File: src/rtl/aes_key_pkg.sv
// aes_key_pkg: shared state encoding, round-key type and helpers for the AES key-schedule engine.
package aes_key_pkg;
    typedef enum logic [1:0] {IDLE, GEN, STALL, DRAIN} state_e;
    typedef logic [127:0] rkey_t;
    function automatic int nk_of(input int key_bits);
        return key_bits / 32;
    endfunction
    function automatic int nr_of(input int key_bits);
        return key_bits / 32 + 6;
    endfunction
    // Rcon[n] = x^(n-1) in GF(2^8), n = 1..10
    function automatic logic [7:0] rcon(input logic [3:0] n);
        logic [7:0] r;
        r = 8'h01;
        for (int k = 1; k < 10; k++)
            if (4'(k) < n) r = {r[6:0], 1'b0} ^ (r[7] ? 8'h1b : 8'h00);
        return r;
    endfunction
endpackage

File: src/rtl/aes_sbox_byte.sv
// aes_sbox_byte: combinational AES S-box, multiplicative inverse in GF(2^8) followed by the affine map.
module aes_sbox_byte (
    input  logic [7:0] in_byte,
    output logic [7:0] out_byte
);
    function automatic logic [7:0] gmul(input logic [7:0] a, input logic [7:0] b);
        logic [7:0] p, x;
        p = '0;
        x = a;
        for (int k = 0; k < 8; k++) begin
            if (b[k]) p = p ^ x;
            x = {x[6:0], 1'b0} ^ (x[7] ? 8'h1b : 8'h00);
        end
        return p;
    endfunction
    logic [7:0] sq, inv;
    // inv = x^254 = x^2 * x^4 * ... * x^128; maps 0 to 0
    always_comb begin
        sq = gmul(in_byte, in_byte);
        inv = sq;
        for (int k = 2; k < 8; k++) begin
            sq = gmul(sq, sq);
            inv = gmul(inv, sq);
        end
        out_byte = inv ^ {inv[6:0], inv[7]} ^ {inv[5:0], inv[7:6]} ^ {inv[4:0], inv[7:5]}
                 ^ {inv[3:0], inv[7:4]} ^ 8'h63;
    end
endmodule

File: src/rtl/aes_key_expand.sv
// aes_key_expand: streams AES-128/192/256 round keys 0..NR, one schedule word per cycle.
// Define AES_KEY_STORE_EN to add an addressable (NR+1)x128 round-key store for reverse-order reads.
module aes_key_expand
    import aes_key_pkg::*;
#(
    parameter int KEY_BITS = 128
) (
    input  logic                clk,
    input  logic                rst_n,
    input  logic                key_valid,
    output logic                key_ready,
    input  logic [KEY_BITS-1:0] key_in,
    output logic                rk_valid,
    input  logic                rk_ready,
    output logic [127:0]        rk_data,
    output logic [3:0]          rk_idx,
    output logic                rk_last,
    output logic                busy
`ifdef AES_KEY_STORE_EN
    ,
    input  logic [3:0]          rd_idx,
    output logic [127:0]        rd_key,
    output logic                store_valid
`endif
);
    localparam int NK = nk_of(KEY_BITS);
    localparam int NR = nr_of(KEY_BITS);
    localparam int LAST = 4 * NR + 3;

    if (KEY_BITS != 128 && KEY_BITS != 192 && KEY_BITS != 256) begin : g_bad_key_bits
        $error("aes_key_expand: KEY_BITS must be 128, 192 or 256");
    end

    state_e              state_q, state_d;
    logic                key_ready_q, key_ready_d, busy_q, busy_d;
    logic                rk_valid_q, rk_valid_d, rk_last_q, rk_last_d;
    rkey_t               rk_data_q, rk_data_d;
    logic [3:0]          rk_idx_q, rk_idx_d;
    logic [5:0]          i_q, i_d;
    logic [2:0]          j_q, j_d;
    logic [3:0]          r_q, r_d;
    logic [KEY_BITS-1:0] key_q, key_d;
    logic [NK*32-1:0]    win_q, win_d;
    logic [31:0]         prev, sub_in, sub_out, t, word;
    logic                accept, gen, blocked, adv, load, done;

    // win_q holds w[i-NK] in its top word and w[i-1] in its bottom word; j = i%NK, r = i/NK
    assign prev    = win_q[31:0];
    assign sub_in  = (j_q == '0) ? {prev[23:0], prev[31:24]} : prev;
    assign accept  = state_q == IDLE && key_valid && key_ready_q;
    assign gen     = state_q == GEN || state_q == STALL;
    assign blocked = i_q[1:0] == 2'd3 && rk_valid_q && !rk_ready;
    assign adv     = gen && !blocked;
    assign load    = adv && i_q[1:0] == 2'd3;
    assign done    = adv && i_q == 6'(LAST);

    for (genvar g = 0; g < 4; g++) begin : g_sbox
        aes_sbox_byte u_sbox (.in_byte(sub_in[8*g +: 8]), .out_byte(sub_out[8*g +: 8]));
    end

    always_comb begin
        t = (j_q == '0) ? sub_out ^ {rcon(r_q), 24'h0} : (NK == 8 && j_q == 3'd4) ? sub_out : prev;
        word = (r_q == '0) ? key_q[KEY_BITS-1 -: 32] : win_q[NK*32-1 -: 32] ^ t;
        i_d = accept ? '0 : adv ? i_q + 6'd1 : i_q;
        j_d = accept ? '0 : adv ? (j_q == 3'(NK-1) ? '0 : j_q + 3'd1) : j_q;
        r_d = accept ? '0 : (adv && j_q == 3'(NK-1)) ? r_q + 4'd1 : r_q;
        key_d = accept ? key_in : adv ? key_q << 32 : key_q;
        win_d = adv ? {win_q[NK*32-33:0], word} : win_q;
        state_d = (state_q == IDLE)  ? (accept ? GEN : IDLE)
                : (state_q == DRAIN) ? ((rk_valid_q && rk_ready) ? IDLE : DRAIN)
                : done ? DRAIN : blocked ? STALL : GEN;
        rk_valid_d = load || (rk_valid_q && !rk_ready);
        rk_data_d = load ? {win_q[95:0], word} : rk_data_q;
        rk_idx_d = load ? i_q[5:2] : rk_idx_q;
        rk_last_d = load ? done : rk_last_q;
        key_ready_d = state_d == IDLE;
        busy_d = state_d != IDLE;
    end

    always_ff @(posedge clk or negedge rst_n) begin
        if (!rst_n) begin
            state_q     <= IDLE;
            key_ready_q <= 1'b1;
            busy_q      <= 1'b0;
            rk_valid_q  <= 1'b0;
            rk_data_q   <= '0;
            rk_idx_q    <= '0;
            rk_last_q   <= 1'b0;
            i_q         <= '0;
            j_q         <= '0;
            r_q         <= '0;
            key_q       <= '0;
            win_q       <= '0;
        end else begin
            state_q     <= state_d;
            key_ready_q <= key_ready_d;
            busy_q      <= busy_d;
            rk_valid_q  <= rk_valid_d;
            rk_data_q   <= rk_data_d;
            rk_idx_q    <= rk_idx_d;
            rk_last_q   <= rk_last_d;
            i_q         <= i_d;
            j_q         <= j_d;
            r_q         <= r_d;
            key_q       <= key_d;
            win_q       <= win_d;
        end
    end

    assign key_ready = key_ready_q;
    assign busy      = busy_q;
    assign rk_valid  = rk_valid_q;
    assign rk_data   = rk_data_q;
    assign rk_idx    = rk_idx_q;
    assign rk_last   = rk_last_q;

`ifdef AES_KEY_STORE_EN
    rkey_t store_q [NR+1];
    rkey_t rd_key_q, rd_key_d;
    logic  store_valid_q, store_valid_d;

    always_comb begin
        rd_key_d = (rd_idx <= 4'(NR)) ? store_q[rd_idx] : '0;
        store_valid_d = accept ? 1'b0 : done ? 1'b1 : store_valid_q;
    end

    always_ff @(posedge clk) begin
        if (load) store_q[i_q[5:2]] <= rk_data_d;
    end

    always_ff @(posedge clk or negedge rst_n) begin
        if (!rst_n) begin
            rd_key_q      <= '0;
            store_valid_q <= 1'b0;
        end else begin
            rd_key_q      <= rd_key_d;
            store_valid_q <= store_valid_d;
        end
    end

    assign rd_key      = rd_key_q;
    assign store_valid = store_valid_q;
`endif
endmodule

File: config.mk
export PLATFORM = sky130hd
export DESIGN_NAME = aes_key_expand
export DESIGN_NICKNAME = d
export VERILOG_FILES = /design/src/rtl/aes_key_pkg.sv /design/src/rtl/aes_sbox_byte.sv /design/src/rtl/aes_key_expand.sv
export SDC_FILE = /design/constraint.sdc
export NUM_CORES = 2
export LEC_CHECK = 0
export BUFFER_PORTS_ARGS = -buffer_cell sky130_fd_sc_hd__buf_2
export CAP_MARGIN = 20
export CORE_MARGIN = 4
export CORE_UTILIZATION = 40
export DETAILED_ROUTE_END_ITERATION = 8
export HOLD_SLACK_MARGIN = 0.03
export PLACE_DENSITY = 0.61
export SKIP_LAST_GASP = 1
export SLEW_MARGIN = 15
export SYNTH_ARGS = -nofsm -noshare
export SYNTH_HDL_FRONTEND = slang
export SYNTH_SLANG_ARGS = --single-unit
File: constraint.sdc
create_clock -name clk -period 25.1 [get_ports clk]
set_clock_uncertainty 0.15 [all_clocks]
set_input_delay 2.51 -clock clk [delete_from_list [all_inputs] [get_ports clk]]
set_output_delay 2.51 -clock clk [all_outputs]
set_load 0.05 [all_outputs]
Word level (Yosys, flattened, before mapping)
Index checks and enable logic that the tools add are counted.
- latch bits: 0
- memory bits (read-only): 0
- output and inout port bits: 136
- logic and storage cells: 1568
- memories: 0
- bits of input ports: 132
- register bits after elaboration: 407
- memory bits (writable): 0
- reduce and logical (&&, ||, !) cells: 21
- mux-type cells: 787
- shifts and indexed selects: 0
- multipliers: 0
- eq/ne operators: 6
- $lt $le $gt $ge: 9
- bitwise operators: 730
- div/mod/pow operators: 0
- $add $sub $neg: 3
- operator list (cell ; number):
    8-bit XOR ; 716
    8-bit two-way mux ; 424
    5-bit two-way mux ; 344
    128-bit two-way mux ; 2
    32-bit two-way mux ; 3
    32-bit XOR ; 2
    8-bit by 5-bit XOR with 8-bit output ; 8
    3-bit by 4-bit less-than comparator with 1-bit output, first input constant ; 4
    4-bit inverter ; 4
    2-bit two-way mux ; 6
    6-bit two-way mux ; 2
    1-bit logical AND ; 10
    3-bit two-way mux ; 3
    2-bit by 4-bit less-than comparator with 1-bit output, first input constant ; 2
    4-bit less-than comparator, first input constant ; 2
    4-bit two-way mux ; 2
    6-bit by 1-bit adder with 6-bit output, second input constant ; 1
    2-bit equality test, second input constant ; 3
    6-bit equality test, second input constant ; 1
    2-bit nonzero test ; 3
    4-bit by 1-bit adder with 4-bit output, second input constant ; 1
    2-bit zero test ; 2
    4-bit zero test ; 1
    1-bit by 4-bit less-than comparator with 1-bit output, first input constant ; 1
    other kinds (7) ; 9

Longest topological paths before layout
- depth after elaboration: 138
- gate-level depth with buffers: 91
- mapped depth without buffers: 67

Modules after synthesis
Synthesis repeated with hierarchy kept, for this count alone.
- cell total of the unflattened synthesis: 9853
- area, all modules: 78818.1 µm²
- by module, submodules not included (module ; cells an instance ; seq. area each (µm²) ; area an instance (µm²) ; instances):
    aes_sbox_byte ; 1942 ; 0.0 ; 15220.8 ; 4
    aes_key_expand ; 2085 ; 10186.0 ; 17934.7 ; 1

Least setup slack after synthesis
Ideal clock, no wire load.
- path kind: register -> register
- from: reg j_q[0]
- to: reg win_q[28]
- setup slack: 6241 ps
- data arrival time: 18614 ps
- setup time: 95 ps
- cell stages (with the launch flop): 90
- clock period less this slack: 18859 ps
- buffers on the path: 23
- data required time: 24855 ps
- cell sequence: dfrtp_1 inv_1 ha_1 nand2b_1 buf_6 buf_12 buf_8 buf_6 buf_8 buf_8 buf_8 buf_2 buf_1 nand2_1 nand2_1 ha_1 buf_2 nor2b_1 [... 54 more ...] xnor2_1 buf_2 o21ai_0 a21oi_1 nor3_1 or4b_1 a31o_2 a21oi_1 or3_1 clkbuf_1 a21oi_1 xnor2_1 xnor3_1 xnor3_1 mux2i_1 xnor2_1 nor2_1 o31ai_1
- cells in the longest elaborated chain, start to end: 134
- elaborated cells on any way between the ends: 373
- those cells by class: mux: 191; bitwise: 181; reduce/logical: 1
- ends and longest elaborated chain (element ; line ; source):
    start, declared ; aes_key_expand.sv:40 ; logic [2:0] j_q, j_d;
    start signal, assigned ; aes_key_expand.sv:103 ; j_q <= j_d;
    3-bit zero test * ; aes_key_expand.sv:49, aes_key_expand.sv:62 ;
    32-bit two-way mux ; aes_key_expand.sv:49 ; assign sub_in = (j_q == '0) ? {prev[23:0], prev[31:24]} : prev;
    5-bit two-way mux, or another cell as far along ; aes_sbox_byte.sv:12 ; x = {x[6:0], 1'b0} ^ (x[7] ? 8'h1b : 8'h00);
    8-bit XOR, on equally long branches ; aes_sbox_byte.sv:12, aes_sbox_byte.sv:11 ;
    8-bit XOR / 8-bit two-way mux (equally long branches) ; aes_sbox_byte.sv:11 ; if (b[k]) p = p ^ x;
    8-bit two-way mux / 8-bit XOR (equally long branches) ; aes_sbox_byte.sv:11 ;
    8-bit XOR / 8-bit two-way mux (equally long branches) ; aes_sbox_byte.sv:11 ;
    8-bit two-way mux / 8-bit XOR (equally long branches) ; aes_sbox_byte.sv:11 ;
    [... 116 more ...] ; n/a ;
    8-bit XOR ; aes_sbox_byte.sv:11 ;
    8-bit two-way mux ; aes_sbox_byte.sv:11 ;
    8-bit XOR (3 in a row) ; aes_sbox_byte.sv:25 ; out_byte = inv ^ {inv[6:0], inv[7]} ^ {inv[5:0], inv[7:6]} ^ {inv[4:0], inv[7:5]}
    8-bit XOR ; aes_sbox_byte.sv:26 ; ^ {inv[3:0], inv[7:4]} ^ 8'h63;
    32-bit XOR ; aes_key_expand.sv:62 ; t = (j_q == '0) ? sub_out ^ {rcon(r_q), 24'h0} : (NK == 8 && j_q == 3'd4) ? sub_out : prev;
    32-bit two-way mux * ; aes_key_expand.sv:62 ;
    32-bit XOR * ; aes_key_expand.sv:63 ; word = (r_q == '0) ? key_q[KEY_BITS-1 -: 32] : win_q[NK*32-1 -: 32] ^ t;
    32-bit two-way mux * ; aes_key_expand.sv:63 ;
    end signal, assigned ; aes_key_expand.sv:106 ; win_q <= win_d;
    end, declared ; aes_key_expand.sv:43 ; logic [NK*32-1:0] win_q, win_d;
Every way passes the cells marked *; elsewhere a longest branch is shown, timed or not.
A chain may end at the register's enable or synchronous reset.

Worst setup path in the final report
- from: reg j_q[0]
- to: reg rk_data_q[29], in the netlist rk_data[29]
- cells in the longest elaborated chain, start to end: 135
- elaborated cells on any way between the ends: 374
- those cells by class: mux: 191; bitwise: 182; reduce/logical: 1
- ends and longest elaborated chain (element ; line ; source):
    3-bit zero test * ; aes_key_expand.sv:49, aes_key_expand.sv:62 ;
    32-bit two-way mux ; aes_key_expand.sv:49 ;
    5-bit two-way mux, or another cell as far along ; aes_sbox_byte.sv:12 ;
    8-bit XOR, on equally long branches ; aes_sbox_byte.sv:12, aes_sbox_byte.sv:11 ;
    8-bit XOR / 8-bit two-way mux (equally long branches) ; aes_sbox_byte.sv:11 ;
    8-bit two-way mux / 8-bit XOR (equally long branches) ; aes_sbox_byte.sv:11 ;
    8-bit XOR / 8-bit two-way mux (equally long branches) ; aes_sbox_byte.sv:11 ;
    8-bit two-way mux / 8-bit XOR (equally long branches) ; aes_sbox_byte.sv:11 ;
    [... 117 more ...] ; n/a ;
    8-bit two-way mux ; aes_sbox_byte.sv:11 ;
    8-bit XOR (3 in a row) ; aes_sbox_byte.sv:25 ;
    8-bit XOR ; aes_sbox_byte.sv:26 ;
    4-bit inverter (no source line) ; n/a ;
    32-bit XOR ; aes_key_expand.sv:62 ;
    32-bit two-way mux * ; aes_key_expand.sv:62 ;
    32-bit XOR * ; aes_key_expand.sv:63 ;
    32-bit two-way mux * ; aes_key_expand.sv:63 ;
    end signal, assigned ; aes_key_expand.sv:99 ; rk_data_q <= rk_data_d;
    end, declared ; aes_key_expand.sv:37 ; rkey_t rk_data_q, rk_data_d;
Marks and branches as above.

==> impl_metrics.tcl <==
set metrics [dict create \
    ys.warnings.count 0 \
    grt_pass1_vias 65800 \
    timing.critical_path.mode_cell "sky130_fd_sc_hd__xnor2_1" \
    finalSetupViolations 0 \
    grt_overflow_total 0 \
    status "completed" \
    core_um2 186000 \
    avgSynthCellArea_um2 7.44 \
    layout_cell_share_with_drive_strength_beyond_1_pct 10.6 \
    synth.area.top_cells "sky130_fd_sc_hd__xnor2_1, sky130_fd_sc_hd__dfrtp_1, sky130_fd_sc_hd__nand2_1" \
    timing.critical_path.from_type "flip-flop" \
    yosys.cell_types.count 129 \
    most_common_cell_in_the_synthesized_netlist "sky130_fd_sc_hd__nand2_1" \
    drtPass1Iterations 6 \
    clk_latency_ps 580 \
    tns_ps 0 \
    maxSlewHeadroom_pct 26.5 \
    max-cap-violations 0 \
    hold_fails_final_rpt 0 \
    clk_pin_slew_ps 60 \
    cts.repair.resized 0 \
    ant_nets 0 \
    clk_root_buffer_cell "sky130_fd_sc_hd__clkbuf_16" \
    maxSlewViolCount 0 \
    grt_start_max_net_pins 159 \
    worstPathMaxFanout 52 \
    critical_path.endpoint_type "flip-flop" \
    asyncSetResetFlopFracSynth_pct 100 \
    synth_commonest_cells "sky130_fd_sc_hd__nand2_1, sky130_fd_sc_hd__xnor2_1, sky130_fd_sc_hd__nor2_1" \
    tritoncts "done" \
    initial_core_util_pct 40.3 \
    grt_antenna_before_repair 3 \
    synth_flop_cell "sky130_fd_sc_hd__dfrtp_1" \
    post_synth_design_cell_area_um2 74800 \
    synthesis.instances 10100 \
    top_level_ports 268 \
    hpwl_um 171000 \
    synth.net_count 10200 \
    clock_tree_buf_depth 3 \
    global_route.usage.total_pct 23.3 \
    worst_slew_pin_slew_ps 1090 \
    numClockSinks 407 \
    dieArea_um2 194000 \
    timing.critical_path.required_ps 25420 \
    area.growth.synth_to_final_pct 7.36 \
    number_of_input_and_output_port_buffers_inserted 267 \
    grt_setup_unrepaired "no" \
    grt_first_pass_wirelength_um 375000 \
    synth_top_area_share_pct 21.2 \
    count_of_flip_flops_with_a_built_in_enable_after_synthesis 0 \
    timing.critical_path.slowest_stage_cell "sky130_fd_sc_hd__xnor3_1" \
    rows 158 \
    cts_inserted_buffers 43 \
    maxClockFrequency_ghz 0.0472 \
    critPathMaxStageDelay_ps 1040 \
    vias 70000 \
    gp_congestion 0.921 \
    cp_data_arrival_time_ps 21500 \
    h-tree-depth 2 \
    detailedRoute.firstIterationViolations 6362 \
    post_drt_via_cell_ratio 5.60 \
    die_width_um 440 \
    nNetsFinal 10100 \
    fp.dieH_um 440 \
    totalWireLength_um 237000 \
    min_path_type "reg2reg" \
    type_of_the_setup_path_with_the_least_slack "reg2reg" \
    cts_post_setup_buffers_inserted 0 \
    ys_seq_area_share_pct 13.6 \
    synth.ff_latch_count 407 \
    post-synth-top-area-cell "sky130_fd_sc_hd__xnor2_1" \
    drc_errors 0 \
    cts_hold_repair.buffers 0 \
    post-route-min-period_ps 21180 \
    wl_per_cell_um 19.0 \
    period_share_pct 84.4 \
]
==> critical path, delay by kind of cell (launching register included) <==
kind / cells / cell delay (ps)
adder cells (fa/ha/maj): 5 / 2070
AO/OA/AOI/OAI: 11 / 2650
buffers and inverters: 6 / 2000
flip-flops: 1 / 380
AND/OR/NAND/NOR: 12 / 3090
XOR/XNOR: 29 / 9520
multiplexers: 3 / 1150
==> cells in the final DEF, fill, tap and decap left out, types with 25 or more instances in the layout <==
cell type,count
sky130_fd_sc_hd__nor2b_1,72
sky130_fd_sc_hd__o31ai_1,28
sky130_fd_sc_hd__or3_1,38
sky130_fd_sc_hd__o22ai_1,116
sky130_fd_sc_hd__dfrtp_1,406
sky130_fd_sc_hd__buf_4,300
sky130_fd_sc_hd__a31oi_1,177
sky130_fd_sc_hd__nor2_1,1226
sky130_fd_sc_hd__xnor3_1,223
sky130_fd_sc_hd__nor3_1,168
sky130_fd_sc_hd__o221ai_1,28
sky130_fd_sc_hd__xnor2_2,141
sky130_fd_sc_hd__inv_1,80
sky130_fd_sc_hd__buf_2,266
sky130_fd_sc_hd__xnor2_1,1781
sky130_fd_sc_hd__mux2_2,56
sky130_fd_sc_hd__a32oi_1,28
sky130_fd_sc_hd__mux2i_1,224
sky130_fd_sc_hd__nand3_1,195
sky130_fd_sc_hd__nor4_1,25
sky130_fd_sc_hd__o21ai_1,91
sky130_fd_sc_hd__clkbuf_16,44
sky130_fd_sc_hd__and3_1,37
sky130_fd_sc_hd__o211ai_1,61
sky130_fd_sc_hd__ha_1,28
sky130_fd_sc_hd__a22oi_1,54
sky130_fd_sc_hd__xor2_2,41
sky130_fd_sc_hd__xor2_1,481
sky130_fd_sc_hd__nand2b_1,84
sky130_fd_sc_hd__a21oi_1,474
sky130_fd_sc_hd__a211oi_1,73
sky130_fd_sc_hd__and2_1,49
sky130_fd_sc_hd__nand2_1,1847
sky130_fd_sc_hd__o32ai_1,30
sky130_fd_sc_hd__o21ai_0,428
==> layout make-up <==
type / count / area, µm²
timing repair buffer: 573 / 3670
fill: 18800 / 105000
clock inverter: 18 / 225
inverter: 106 / 400
antenna: 4 / 10.0
clock buffer: 58 / 1210
tap: 2480 / 3100
multi-input combinational: 8842 / 61500
sequential: 407 / 10200
==> routing by layer <==
layer	GRT usage [%]	vias up	routed length [µm]
met4	5.09	4	4970
met3	1.59	285	13800
met1	33.0	33700	107000
met5	0	-	19
met2	38.8	2361	111000
li1	-	33700	-
==> through the flow <==
stage	hold slack, ps	area, µm²	setup slack, ps	std cells	util (%)
floorplan	311	74800	6240	10100	-
global placement	303	78800	4290	12400	42.4
detailed placement	307	78800	3950	12400	42.4
CTS	323	80200	3860	12500	43.2
global route	340	80300	2400	12500	43.3
finish	314	80300	3920	12500	43.3
==> sequential cells by signal, indices dropped and copies added, names as in the netlist <==
| register | count |
|---|---|
| r_q | 4 |
| rk_idx | 4 |
| j_q | 3 |
| win_q | 128 |
| busy | 1 |
| key_ready | 1 |
| state_q | 2 |
| key_q | 128 |
| rk_valid | 1 |
| i_q | 6 |
| rk_last | 1 |
| rk_data | 128 |
==> path summary, 6_finish.rpt <==
check	start	end	slack, ps	depth (start not counted)
max	j_q[0]	rk_data[29]	3920	66
max in group asynchronous	rst_n	win_q[71]	20590	3
min in group asynchronous	rst_n	key_q[59]	1900	1
min	rk_data[94]	rk_data[94]	310	2
min reg2reg	rk_data[94]	rk_data[94]	310	2
max reg2reg	j_q[0]	rk_data[29]	3920	66
==> logic make-up (layout without fill, tap and decap cells) <==
group | Yosys count | after routing | synth area share [%]
AOI/OAI and AO/OA | 1878 | 1878 | 15.9
other | 0 | 4 | 0
xor gates and xnor gates | 2730 | 2730 | 38.9
adders and majority gates | 28 | 28 | 0.468
buffers and inverters | 808 | 755 | 4.65
muxes | 313 | 313 | 4.58
and+or+nand+nor | 3893 | 3893 | 21.9
DFF | 407 | 407 | 13.6
Power is not shown: default switching activity piles up to over one toggle a cycle in this logic, so the estimate is an artifact.
